`src/rtl/button_pkg.sv`:
```
// Shared types and 12 MHz timing defaults for the push-button reader.
package button_pkg;

    typedef enum logic [1:0] {
        BTN_IDLE        = 2'd0,
        BTN_ARM_PRESS   = 2'd1,
        BTN_HELD        = 2'd2,
        BTN_ARM_RELEASE = 2'd3
    } btn_state_t;

    // 10 ms debounce and 1 s long press at a 12 MHz system clock.
    localparam int BTN_DEBOUNCE_CYCLES_12MHZ = 120000;
    localparam int BTN_LONG_CYCLES_12MHZ     = 12000000;

endpackage

```
`src/rtl/sync_2ff.sv`:
```
// Generic two-flop synchroniser for asynchronous inputs; both stages reset to RESET_VAL.
module sync_2ff #(
    parameter int               WIDTH     = 1,
    parameter logic [WIDTH-1:0] RESET_VAL = '0
) (
    input  logic             clk,
    input  logic             rst_n,
    input  logic [WIDTH-1:0] d,
    output logic [WIDTH-1:0] q
);

    logic [WIDTH-1:0] meta_reg;
    logic [WIDTH-1:0] sync_reg;

    always_ff @(posedge clk or negedge rst_n) begin
        if (!rst_n) begin
            meta_reg <= RESET_VAL;
            sync_reg <= RESET_VAL;
        end else begin
            meta_reg <= d;
            sync_reg <= meta_reg;
        end
    end

    assign q = sync_reg;

endmodule

```
`src/rtl/button_reader.sv`:
```
// Debounced push-button reader: level, press/release strobes and a wrapping press counter.
// Long-press strobe is built only when BUTTON_READER_LONG_PRESS_EN is defined.
module button_reader
    import button_pkg::*;
#(
    parameter int DEBOUNCE_CYCLES = BTN_DEBOUNCE_CYCLES_12MHZ,
    parameter int LONG_CYCLES     = BTN_LONG_CYCLES_12MHZ,
    parameter int ACTIVE_LOW      = 1,
    parameter int CNT_W           = 2
) (
    input  logic             clk,
    input  logic             rst_n,
    input  logic             pin_btn,
    output logic             btn_level,
    output logic             press_pulse,
    output logic             release_pulse,
    output logic             long_pulse,
    output logic [CNT_W-1:0] press_count
);

    localparam int               DCW      = $clog2(DEBOUNCE_CYCLES + 1);
    localparam logic [DCW-1:0]   DB_LAST  = DCW'(DEBOUNCE_CYCLES - 1);
    localparam logic             IDLE_PIN = (ACTIVE_LOW != 0) ? 1'b1 : 1'b0;

    logic             pin_sync;
    logic             s_pressed;

    btn_state_t       state_reg, state_next;
    logic [DCW-1:0]   cnt_reg, cnt_next;
    logic             level_reg, level_next;
    logic             press_reg, press_next;
    logic             release_reg, release_next;
    logic [CNT_W-1:0] count_reg, count_next;

    sync_2ff #(
        .WIDTH     (1),
        .RESET_VAL (IDLE_PIN)
    ) u_sync (
        .clk   (clk),
        .rst_n (rst_n),
        .d     (pin_btn),
        .q     (pin_sync)
    );

    assign s_pressed = (ACTIVE_LOW != 0) ? ~pin_sync : pin_sync;

    always_ff @(posedge clk or negedge rst_n) begin
        if (!rst_n) begin
            state_reg   <= BTN_IDLE;
            cnt_reg     <= '0;
            level_reg   <= 1'b0;
            press_reg   <= 1'b0;
            release_reg <= 1'b0;
            count_reg   <= '0;
        end else begin
            state_reg   <= state_next;
            cnt_reg     <= cnt_next;
            level_reg   <= level_next;
            press_reg   <= press_next;
            release_reg <= release_next;
            count_reg   <= count_next;
        end
    end

    // The debounce counter restarts from zero on every state change.
    always_comb begin
        state_next   = state_reg;
        cnt_next     = cnt_reg;
        level_next   = level_reg;
        press_next   = 1'b0;
        release_next = 1'b0;
        count_next   = count_reg;
        case (state_reg)
            BTN_IDLE: begin
                if (s_pressed) begin
                    state_next = BTN_ARM_PRESS;
                    cnt_next   = '0;
                end
            end
            BTN_ARM_PRESS: begin
                if (!s_pressed) begin
                    state_next = BTN_IDLE;
                    cnt_next   = '0;
                end else if (cnt_reg == DB_LAST) begin
                    state_next = BTN_HELD;
                    cnt_next   = '0;
                    press_next = 1'b1;
                    level_next = 1'b1;
                    count_next = count_reg + CNT_W'(1);
                end else begin
                    cnt_next = cnt_reg + DCW'(1);
                end
            end
            BTN_HELD: begin
                if (!s_pressed) begin
                    state_next = BTN_ARM_RELEASE;
                    cnt_next   = '0;
                end
            end
            BTN_ARM_RELEASE: begin
                if (s_pressed) begin
                    state_next = BTN_HELD;
                    cnt_next   = '0;
                end else if (cnt_reg == DB_LAST) begin
                    state_next   = BTN_IDLE;
                    cnt_next     = '0;
                    release_next = 1'b1;
                    level_next   = 1'b0;
                end else begin
                    cnt_next = cnt_reg + DCW'(1);
                end
            end
            default: begin
                state_next = BTN_IDLE;
                cnt_next   = '0;
            end
        endcase
    end

`ifdef BUTTON_READER_LONG_PRESS_EN
    localparam int             LCW       = $clog2(LONG_CYCLES + 1);
    localparam logic [LCW-1:0] LONG_LAST = LCW'(LONG_CYCLES - 1);
    localparam logic [LCW-1:0] LONG_FULL = LCW'(LONG_CYCLES);

    logic [LCW-1:0] long_cnt_reg, long_cnt_next;
    logic           long_reg, long_next;
    logic           enter_held;

    assign enter_held = (state_reg == BTN_ARM_PRESS) && (state_next == BTN_HELD);

    always_ff @(posedge clk or negedge rst_n) begin
        if (!rst_n) begin
            long_cnt_reg <= '0;
            long_reg     <= 1'b0;
        end else begin
            long_cnt_reg <= long_cnt_next;
            long_reg     <= long_next;
        end
    end

    // Saturating at LONG_CYCLES guarantees one strobe per press; a strobe that would
    // coincide with the release strobe is dropped to keep strobes mutually exclusive.
    always_comb begin
        long_cnt_next = long_cnt_reg;
        long_next     = 1'b0;
        if (enter_held) begin
            long_cnt_next = '0;
        end else if (state_reg == BTN_HELD || state_reg == BTN_ARM_RELEASE) begin
            if (long_cnt_reg == LONG_LAST && !release_next)
                long_next = 1'b1;
            if (long_cnt_reg != LONG_FULL)
                long_cnt_next = long_cnt_reg + LCW'(1);
        end
    end

    assign long_pulse = long_reg;
`else
    assign long_pulse = 1'b0;
`endif

    assign btn_level     = level_reg;
    assign press_pulse   = press_reg;
    assign release_pulse = release_reg;
    assign press_count   = count_reg;

endmodule

```
`config.mk`:
```
export PLATFORM = sky130hd
export DESIGN_NAME = button_reader
export DESIGN_NICKNAME = d
export VERILOG_FILES = /design/src/rtl/button_pkg.sv /design/src/rtl/sync_2ff.sv /design/src/rtl/button_reader.sv
export SDC_FILE = /design/constraint.sdc
export NUM_CORES = 1
export LEC_CHECK = 0
export CAP_MARGIN = 15
export CORE_MARGIN = 10
export CORE_UTILIZATION = 56
export DETAILED_ROUTE_END_ITERATION = 10
export PLACE_DENSITY = 0.87
export SYNTH_ARGS = -nofsm -noshare
export SYNTH_HDL_FRONTEND = slang
export SYNTH_HIERARCHICAL = 1
export SYNTH_SLANG_ARGS = --single-unit
```
`constraint.sdc`:
```
create_clock -name clk -period 2.6 [get_ports clk]
set_input_delay 0.39 -clock clk [delete_from_list [all_inputs] [get_ports clk]]
set_output_delay 0.39 -clock clk [all_outputs]
set_load 0.005 [all_outputs]
```
Word-level counts from Yosys, hierarchy flattened
Index checks and enable logic that the tools add are counted.
{ "totals": {"output_inout_bits": 6, "mem_count": 0, "rom_bits": 0, "ram_bits": 0, "latchBits": 0, "regBits": 26} }
{ "classes": {"reduce_logical": 6, "div": 0, "order_cmp": 0, "eq_ne": 12, "addsub": 2, "bitwise": 1, "shifts": 0, "multipliers": 0, "n_mux": 23} }
{ "ops": {"columns": ["operator", "n"], "rows": [
  ["$mux 17", 5],
  ["$pmux 17 s4", 1],
  ["$add 17x1->17 const B", 1],
  ["$eq 17x17->1 const B", 1],
  ["$mux 2", 6],
  ["$mux 1", 9],
  ["$ne 2x2->1 const B", 4],
  ["$pmux 2 s4", 1],
  ["$reduce_and 5->1", 1],
  ["$eq 2x2->1 const B", 2],
  ["$ne 2x1->1 const B", 2],
  ["$reduce_and 4->1", 1],
  ["$ne 3x2->1 const B", 1],
  ["$ne 3x3->1 const B", 1],
  ["$reduce_and 3->1", 1],
  ["$add 2x1->2 const B", 1],
  ["$eq 2x1->1 const B", 1],
  ["$logic_not 2->1", 1],
  ["$pmux 1 s2", 1],
  ["$reduce_and 2->1", 1],
  ["$reduce_bool 2->1", 1],
  ["$not 1->1", 1]
]} }

Depth between registers and ports, before layout
Gate-level depths: netlist (run 1).
{ "depth": {"ltp_word": 4, "depth_mapped": 7, "mapped_depth_nobuf": 6} }

Modules after synthesis
Netlist (run 1), hierarchy kept.
{ "modules_own_cells": {"columns": ["module", "cells_per_inst", "n_inst", "area_per_inst_um2"], "rows": [
  ["button_reader", 130, 1, 1233.7],
  ["sync_2ff", 2, 1, 52.6]
]} }

Least setup slack after synthesis (run 1)
Ideal clock, no wire load.
{ "synth_timing": {"path_kind": "register to register", "startpoint": "reg cnt_reg[6]", "endpoint": "reg cnt_reg[13]", "n_path_buf": 1, "arrival_time_ns": 1.810, "required_ns": 2.479, "slack_ns": 0.669, "synth_period_minus_slack_ns": 1.931, "stages_incl_launch_ff": 7, "setup_ns": 0.121, "cell_sequence": "dfrtp_1 or4b_4 nor4_4 nor2_2 buf_6 a32oi_1 nand2_1"} }
{ "synth_via": {"elab_chain_cells": 4} }
{ "synth_lines": {"columns": ["item", "line_no", "text"], "rows": [
  ["from (decl)", "button_reader.sv:29", "logic [DCW-1:0] cnt_reg, cnt_next;"],
  ["from (signal assigned)", "button_reader.sv:57", "cnt_reg <= cnt_next;"],
  ["$add 17x1->17 / $eq 17x17->1 (equally long branches)", null, null],
  ["$mux 17 *", "button_reader.sv:84, button_reader.sv:104", null],
  ["$mux 17 (on tied branches)", "button_reader.sv:101, button_reader.sv:81", null],
  ["$pmux 17 s4 *", "button_reader.sv:73", "case (state_reg)"]
]} }
Mark *: on every way between the ends. The rest lies on a longest branch, timed or not.
A chain may end at the register's enable or synchronous reset.

Worst setup path after layout (run 1)
{ "layout_timing": {"startpoint": "reg u_sync.sync_reg (netlist: u_sync/q)", "endpoint": "reg cnt_reg[5]"} }
{ "layout_via": {"elab_chain_cells": 2} }
{ "layout_lines": {"columns": ["item", "line_no", "text"], "rows": [
  ["from (decl)", "sync_2ff.sv:13", "logic [WIDTH-1:0] sync_reg;"],
  ["from (signal assigned)", "sync_2ff.sv:21", "sync_reg <= meta_reg;"],
  ["$mux 17 (tied with other cells)", "button_reader.sv:101", "if (s_pressed) begin"],
  ["$pmux 17 s4 / $reduce_and 2->1 (equally long branches)", null, null]
]} }
Parallel ways exist; a longest one is shown, timed or not.

==> results of run 1 <==
==> synth_stat cells <==
| master | number |
|---|---|
| dfrtp_1 | 24 |
| nand2_1 | 17 |
| nand3_1 | 12 |
| o21ai_0 | 10 |
| a21oi_1 | 8 |
| a31oi_1 | 7 |
| nor2_1 | 5 |
| inv_1 | 4 |
| nand4_1 | 4 |
| or3_1 | 4 |
| xor2_1 | 4 |
| a41oi_1 | 2 |
| clkbuf_1 | 2 |
| dfstp_2 | 2 |
| mux2i_1 | 2 |
| nor3_1 | 2 |
| xnor2_1 | 2 |
| a22o_1 | 1 |
| a32oi_1 | 1 |
| and2_1 | 1 |
| and3_1 | 1 |
| and4_1 | 1 |
| buf_4 | 1 |
| buf_6 | 1 |
| conb_1 | 1 |
| ha_1 | 1 |
| nand2_2 | 1 |
| nand2b_1 | 1 |
| nand4b_1 | 1 |
| nand4bb_1 | 1 |
| nor2_2 | 1 |
| nor3_2 | 1 |
| nor4_1 | 1 |
| nor4_4 | 1 |
| o21a_1 | 1 |
| or2_1 | 1 |
| or2_2 | 1 |
| or4b_4 | 1 |
==> area by class of cell <==
class | instances | area (sq um)
Fill cell | 153 | 758
Timing Repair Buffer | 9 | 85.1
Sequential cell | 26 | 653
Clock inverter | 1 | 30.0
Tap cell | 28 | 35.0
Inverter | 4 | 15.0
Clock buffer | 3 | 22.5
Multi-Input combinational cell | 98 | 592
==> cells in the final DEF (no fill, tap or decap), types with 2 or more instances in the layout <==
cell / n
clkdlybuf4s50_1: 7
o21ai_0: 10
a41oi_1: 2
nand4_1: 4
buf_4: 2
nor3_1: 2
xor2_1: 4
xnor2_1: 2
nand3_1: 12
nor2_1: 5
inv_1: 4
dfstp_2: 2
mux2i_1: 2
dfrtp_1: 24
nand2_1: 17
a21oi_1: 8
clkbuf_4: 3
or3_1: 4
a31oi_1: 7
==> worst max-delay path, cell delays in order, from the launching register on <==
cell and delay, ns:
dfstp_2 0.61, xnor2_1 0.19, nand2_1 0.25, nor2_2 0.58
o21ai_0 0.22, a31oi_1 0.23
==> per-layer routing <==
metal / global-route usage / up-vias
met4: 0.0653 / 0
met3: 0.0245 / 7
met1: 0.154 / 504
met2: 0.220 / 39
met5: 0 / -
li1: - / 498
==> worst min-delay path by stage <==
stage / from / endpoint / slack (ns) / depth (start not counted)
6_report: u_sync/meta_reg$_DFF_PN1_ / u_sync/q$_DFF_PN1_ / 0.37 / 0
5_1_grt: u_sync/meta_reg$_DFF_PN1_ / u_sync/q$_DFF_PN1_ / 0.38 / 0
4_1_cts: u_sync/meta_reg$_DFF_PN1_ / u_sync/q$_DFF_PN1_ / 0.38 / 0
3_5_place_dp: u_sync/meta_reg$_DFF_PN1_ / u_sync/q$_DFF_PN1_ / 0.35 / 0
3_3_place_gp: u_sync/meta_reg$_DFF_PN1_ / u_sync/q$_DFF_PN1_ / 0.35 / 0
2_1_floorplan: rst_n / async pin / 0.09 / 0
==> cell families after synthesis <==
group | share of synthesized area
buffers and inverters | 0.0321
adders and majority gates | 0.00973
other | 0.00292
and+or+nand+nor | 0.254
DFF | 0.508
xor gates and xnor gates | 0.0409
muxes | 0.0156
AOI/OAI and AO/OA | 0.137
==> metrics by stage <==
stage,area [sq um],cells,setup WS [ns]
after floorplan,1290,132,0.669
after global placement,1380,165,0.615
after detailed placement,1380,165,0.519
after CTS,1430,169,0.477
after global routing,1430,169,0.263
final,1430,169,0.443
==> power breakdown <==
group          switching, W  total (W)  internal (W)
sequential        0.0000488   0.000492      0.000443
clock              0.000118   0.000274      0.000156
combinational      0.000203   0.000292     0.0000883
==> results.yml, run 1 <==
outcome:
  status: "completed"
global_routing:
  grtUsageTotal: 0.130
  grt_pass1_wl_mm: 4.69
  grt_pass1_vias: 1059
  grt_antenna_before_repair: 0
  grt_max_degree: 27
  grt_overflow_total: 0
sta:
  drv_slew: 0
  period_share: 0.830
  max_freq_ghz: 0.464
  clock_skew_ns: 0.00372
  worst_pin_slew_ns: 0.754
  slew-limit-headroom: 0.495
  rsz0062_at_grt: "no"
  final.min_clock_period_ns: 2.16
  holdWs_ns: 0.372
  setup_viol: 0
  final_hold_viol_count: 0
  final.setup.tns_ns: 0
run:
  maxCapViolCount: 0
detailed_routing:
  ant_nets: 0
  drc_errors: 0
  vias: 1048
  wl_met1_mm: 1.11
  wl_met2_mm: 1.35
  met3_length_um: 154
  finalWirelength_mm: 2.66
  dr.pass1.iters: 4
  vias_per_cell: 6.20
  drt_iter0_markers: 50
  top_layer_used: "met4"
  wire_per_inst_um: 15.7
die:
  core-area_sq_um: 2190
  fp.dieArea_sq_um: 4610
  top_level_ports: 9
  die-width_um: 67.9
  rows: 17
  start_util: 0.587
  die_y_um: 67.9
power:
  power_w: 0.00106
  irDropWorstVdd_mv: 0.681
  p_leak_nw: 0.604
  cellPowerDensity_nw_per_um2: 738
clock_network:
  cts_root_buf: "clkbuf_4"
  cts_tree: "yes"
  cts_sinks: 26
  ctsHoldBuffers: 0
  htree_levels: 1
  post_cts_buffers: 0
  cts_inserted_buffers: 3
  cts_repair_resize_count: 0
  clockBufferDepth: 2
  clkTransAtPathRegs_ns: 0.14
  clock_latency_ns: 0.32
synthesis:
  syn_area_sq_um: 1290
  yosysWarnings: 6
  ys_types: 38
  syn_nets: 136
  syn-instance-count: 132
  ys_seq_elements: 26
  synth_area_leader_cell: "dfrtp_1"
  yosys-top-cells-area: "dfrtp_1, nand2_1, nand3_1"
  synth_area_per_cell_sq_um: 9.74
  synth-seq-area-share: 0.508
  netlist.area_leader.share: 0.467
worst_setup_path:
  end_kind: "flop"
  reg2reg_to: "cnt_reg[5]$_DFFE_PN0P_"
  cp.required_ns: 2.85
  r2r-start: "u_sync/q$_DFF_PN1_"
  startpoint: "u_sync/q$_DFF_PN1_"
  reg2reg_depth: 5
  crit_arrival_ns: 2.41
  cp-start-kind: "flop"
  r2r_slack_ns: 0.44
  path_class: "reg -> reg"
  crit_path_end: "cnt_reg[5]$_DFFE_PN0P_"
  worstPathMaxFanout: 18
placement:
  gp_congestion: 0.878
  hpwl_mm: 1.87
  port_buffers: 7
cells_and_area:
  antenna_cells: 0
  largest_reg_flops: 17
  utilization: 0.654
  synthToLayoutAreaGrowth_pct: 11.4
  final_nets: 146
  layout-drive-gt1-share: 0.0993
hold_path:
  hp-class: "reg -> reg"
Note: power is estimated with default switching activity, not from simulation.
==> run 2, diff against run 1 <==
--- a/config.mk
+++ b/config.mk
@@ -7,9 +7,9 @@
 export LEC_CHECK = 0
 export CAP_MARGIN = 15
 export CORE_MARGIN = 10
-export CORE_UTILIZATION = 56
+export CORE_UTILIZATION = 51
 export DETAILED_ROUTE_END_ITERATION = 10
-export PLACE_DENSITY = 0.87
+export PLACE_DENSITY = 0.84
 export SYNTH_ARGS = -nofsm -noshare
 export SYNTH_HDL_FRONTEND = slang
 export SYNTH_HIERARCHICAL = 1
==> constraint.sdc (replaced) <==
create_clock -name clk -period 1.87 [get_ports clk]
set_input_delay 0.2805 -clock clk [delete_from_list [all_inputs] [get_ports clk]]
set_output_delay 0.2805 -clock clk [all_outputs]
set_load 0.005 [all_outputs]
==> run 2 against run 1 <==
Effect of this change:
- clock power grew 1%
- maximum frequency grew 19%
- worst hold slack lost 0.074 ns
- sequential share of layout area shrank 4.1 points
- cell count grew 12%
- combinational power grew 72%
- register-to-register slack lost 0.38 ns
- first-iteration DRC count grew 18%
- critical path type unchanged
- largest cell class unchanged
- largest power group unchanged
- highest routed layer unchanged
==> results.yml, run 2 (synthesis results as in run 1) <==
global_routing:
  grt_max_degree: 27
  use_met3: 0.0367
  globalRouteMet2Util: 0.197
  grt_pass1_vias: 1081
  grt_overflow_total: 0
  gr-max-usage-layer: "met2"
  grt_pass1_wl_mm: 5.04
  grt_antenna_before_repair: 0
  grtUsageTotal: 0.120
  met1_usage: 0.147
clock_network:
  cts_inserted_buffers: 3
  clock_latency_ns: 0.32
  ctsHoldBuffers: 0
  cts_root_buf: "clkbuf_4"
  clkTransAtPathRegs_ns: 0.14
  cts_tree: "yes"
  cts_sinks: 26
  htree_levels: 1
  clockBufferDepth: 2
worst_setup_path:
  critPathSlowestCell: "or4b_4"
  cp-start-kind: "flop"
  worstPathMaxFanout: 4
  crit_arrival_ns: 2.03
  cp.required_ns: 2.10
  path_buf_inv: 1
  slowest_delay_ns: 0.55
  path_class: "reg -> reg"
  end_kind: "flop"
  cp_top_family: "simple AND/OR/NAND/NOR gates"
  path_cells: "or4b_4 -> nor4_4 -> buf_4 -> nand2_4 -> nand4b_1 -> xnor2_1"
detailed_routing:
  ant_nets: 0
  dr.pass1.iters: 4
  finalWirelength_mm: 2.87
  vias: 1098
  wire_per_inst_um: 15.2
  vias_per_cell: 5.81
  drc_errors: 0
  drt_iter0_markers: 59
sta:
  setup_viol: 0
  max_freq_ghz: 0.553
  worst_slack_ns: 0.0626
  rsz0062_at_grt: "yes"
  final.min_clock_period_ns: 1.81
  clock_skew_ns: 0.0106
  period_share: 0.967
  final_hold_viol_count: 0
  drv_slew: 0
placement:
  hpwl_mm: 2.07
  dpl_worst_slack_ns: -0.0559
  gp_congestion: 0.875
  port_buffers: 7
cells_and_area:
  antenna_cells: 0
  synthToLayoutAreaGrowth_pct: 22.4
  largest_reg_flops: 17
  final_cell_mix: "dfrtp_1, buf_4, nand2_1"
  final_nets: 164
  final_common_cell: "dfrtp_1"
  fill_cells: 194
  layout-drive-gt1-share: 0.220
power:
  power_w: 0.00147
  p_leak_nw: 0.701
  irDropWorstVdd_mv: 0.750
  cellPowerDensity_nw_per_um2: 932
die:
  top_level_ports: 9
  die_y_um: 70.2
  die-width_um: 70.2
  rows: 18
  fp.dieArea_sq_um: 4930
  core-area_sq_um: 2430
  start_util: 0.529
outcome:
  status: "completed"
run:
  maxCapViolCount: 0
hold_path:
  hp-class: "in -> async"
## run 2: layout make-up
type	instances	area, sq um	share of cell area
Sequential cell	26	653	0.415
Multi-Input combinational cell	98	612	0.389
Tap cell	30	37.5	0.0238
Timing Repair Buffer	27	220	0.140
Clock buffer	4	36.3	0.0231
Inverter	4	15.0	0.00954
## run 2: power by group
group	switching (W)	total (W)	internal (W)
clock network	0.000159	0.000278	0.000119
logic	0.000310	0.000502	0.000192
registers	0.0000703	0.000686	0.000616
total	0.000540	0.00147	0.000927
## run 2: metrics by stage
| step | utilization | setup TNS, ns | hold WS, ns | instances | cell area [sq um] |
|---|---|---|---|---|---|
| floorplan | - | 0 | -0.0151 | 132 | 1290 |
| global placement | 0.605 | 0 | 0.346 | 179 | 1470 |
| detailed placement | 0.605 | -0.109 | 0.347 | 179 | 1470 |
| CTS | 0.635 | -0.0141 | 0.310 | 186 | 1540 |
| global route | 0.647 | -0.0316 | 0.309 | 189 | 1570 |
| finish | 0.647 | 0 | 0.298 | 189 | 1570 |
## run 2: timing repair
item                       CTS  global route
gates resized for setup      3             2
setup endpoints to repair    9            10
buffers inserted             3             3
pin swaps                    3             3
## run 2: final timing paths
path	endpoint	startpoint	slack, ns	cells past startpoint
min in group clk	u_sync/meta_reg$_DFF_PN1_	pin_btn	0.36	1
max in group asynchronous	u_sync/meta_reg$_DFF_PN1_	rst_n	1.27	2
max reg2reg	press_count[1]$_DFFE_PN0P_	cnt_reg[11]$_DFFE_PN0P_	0.06	6
min reg2reg	u_sync/q$_DFF_PN1_	u_sync/meta_reg$_DFF_PN1_	0.36	0
max	press_count[1]$_DFFE_PN0P_	cnt_reg[11]$_DFFE_PN0P_	0.06	6
min	cnt_reg[14]$_DFFE_PN0P_	rst_n	0.30	2
## run 2: routing by layer
layer  part of all wire  up-vias
li1                   -      531
met1               0.45      521
met2               0.47       40
met3              0.068        6
met4              0.013        0
met5                  0        -
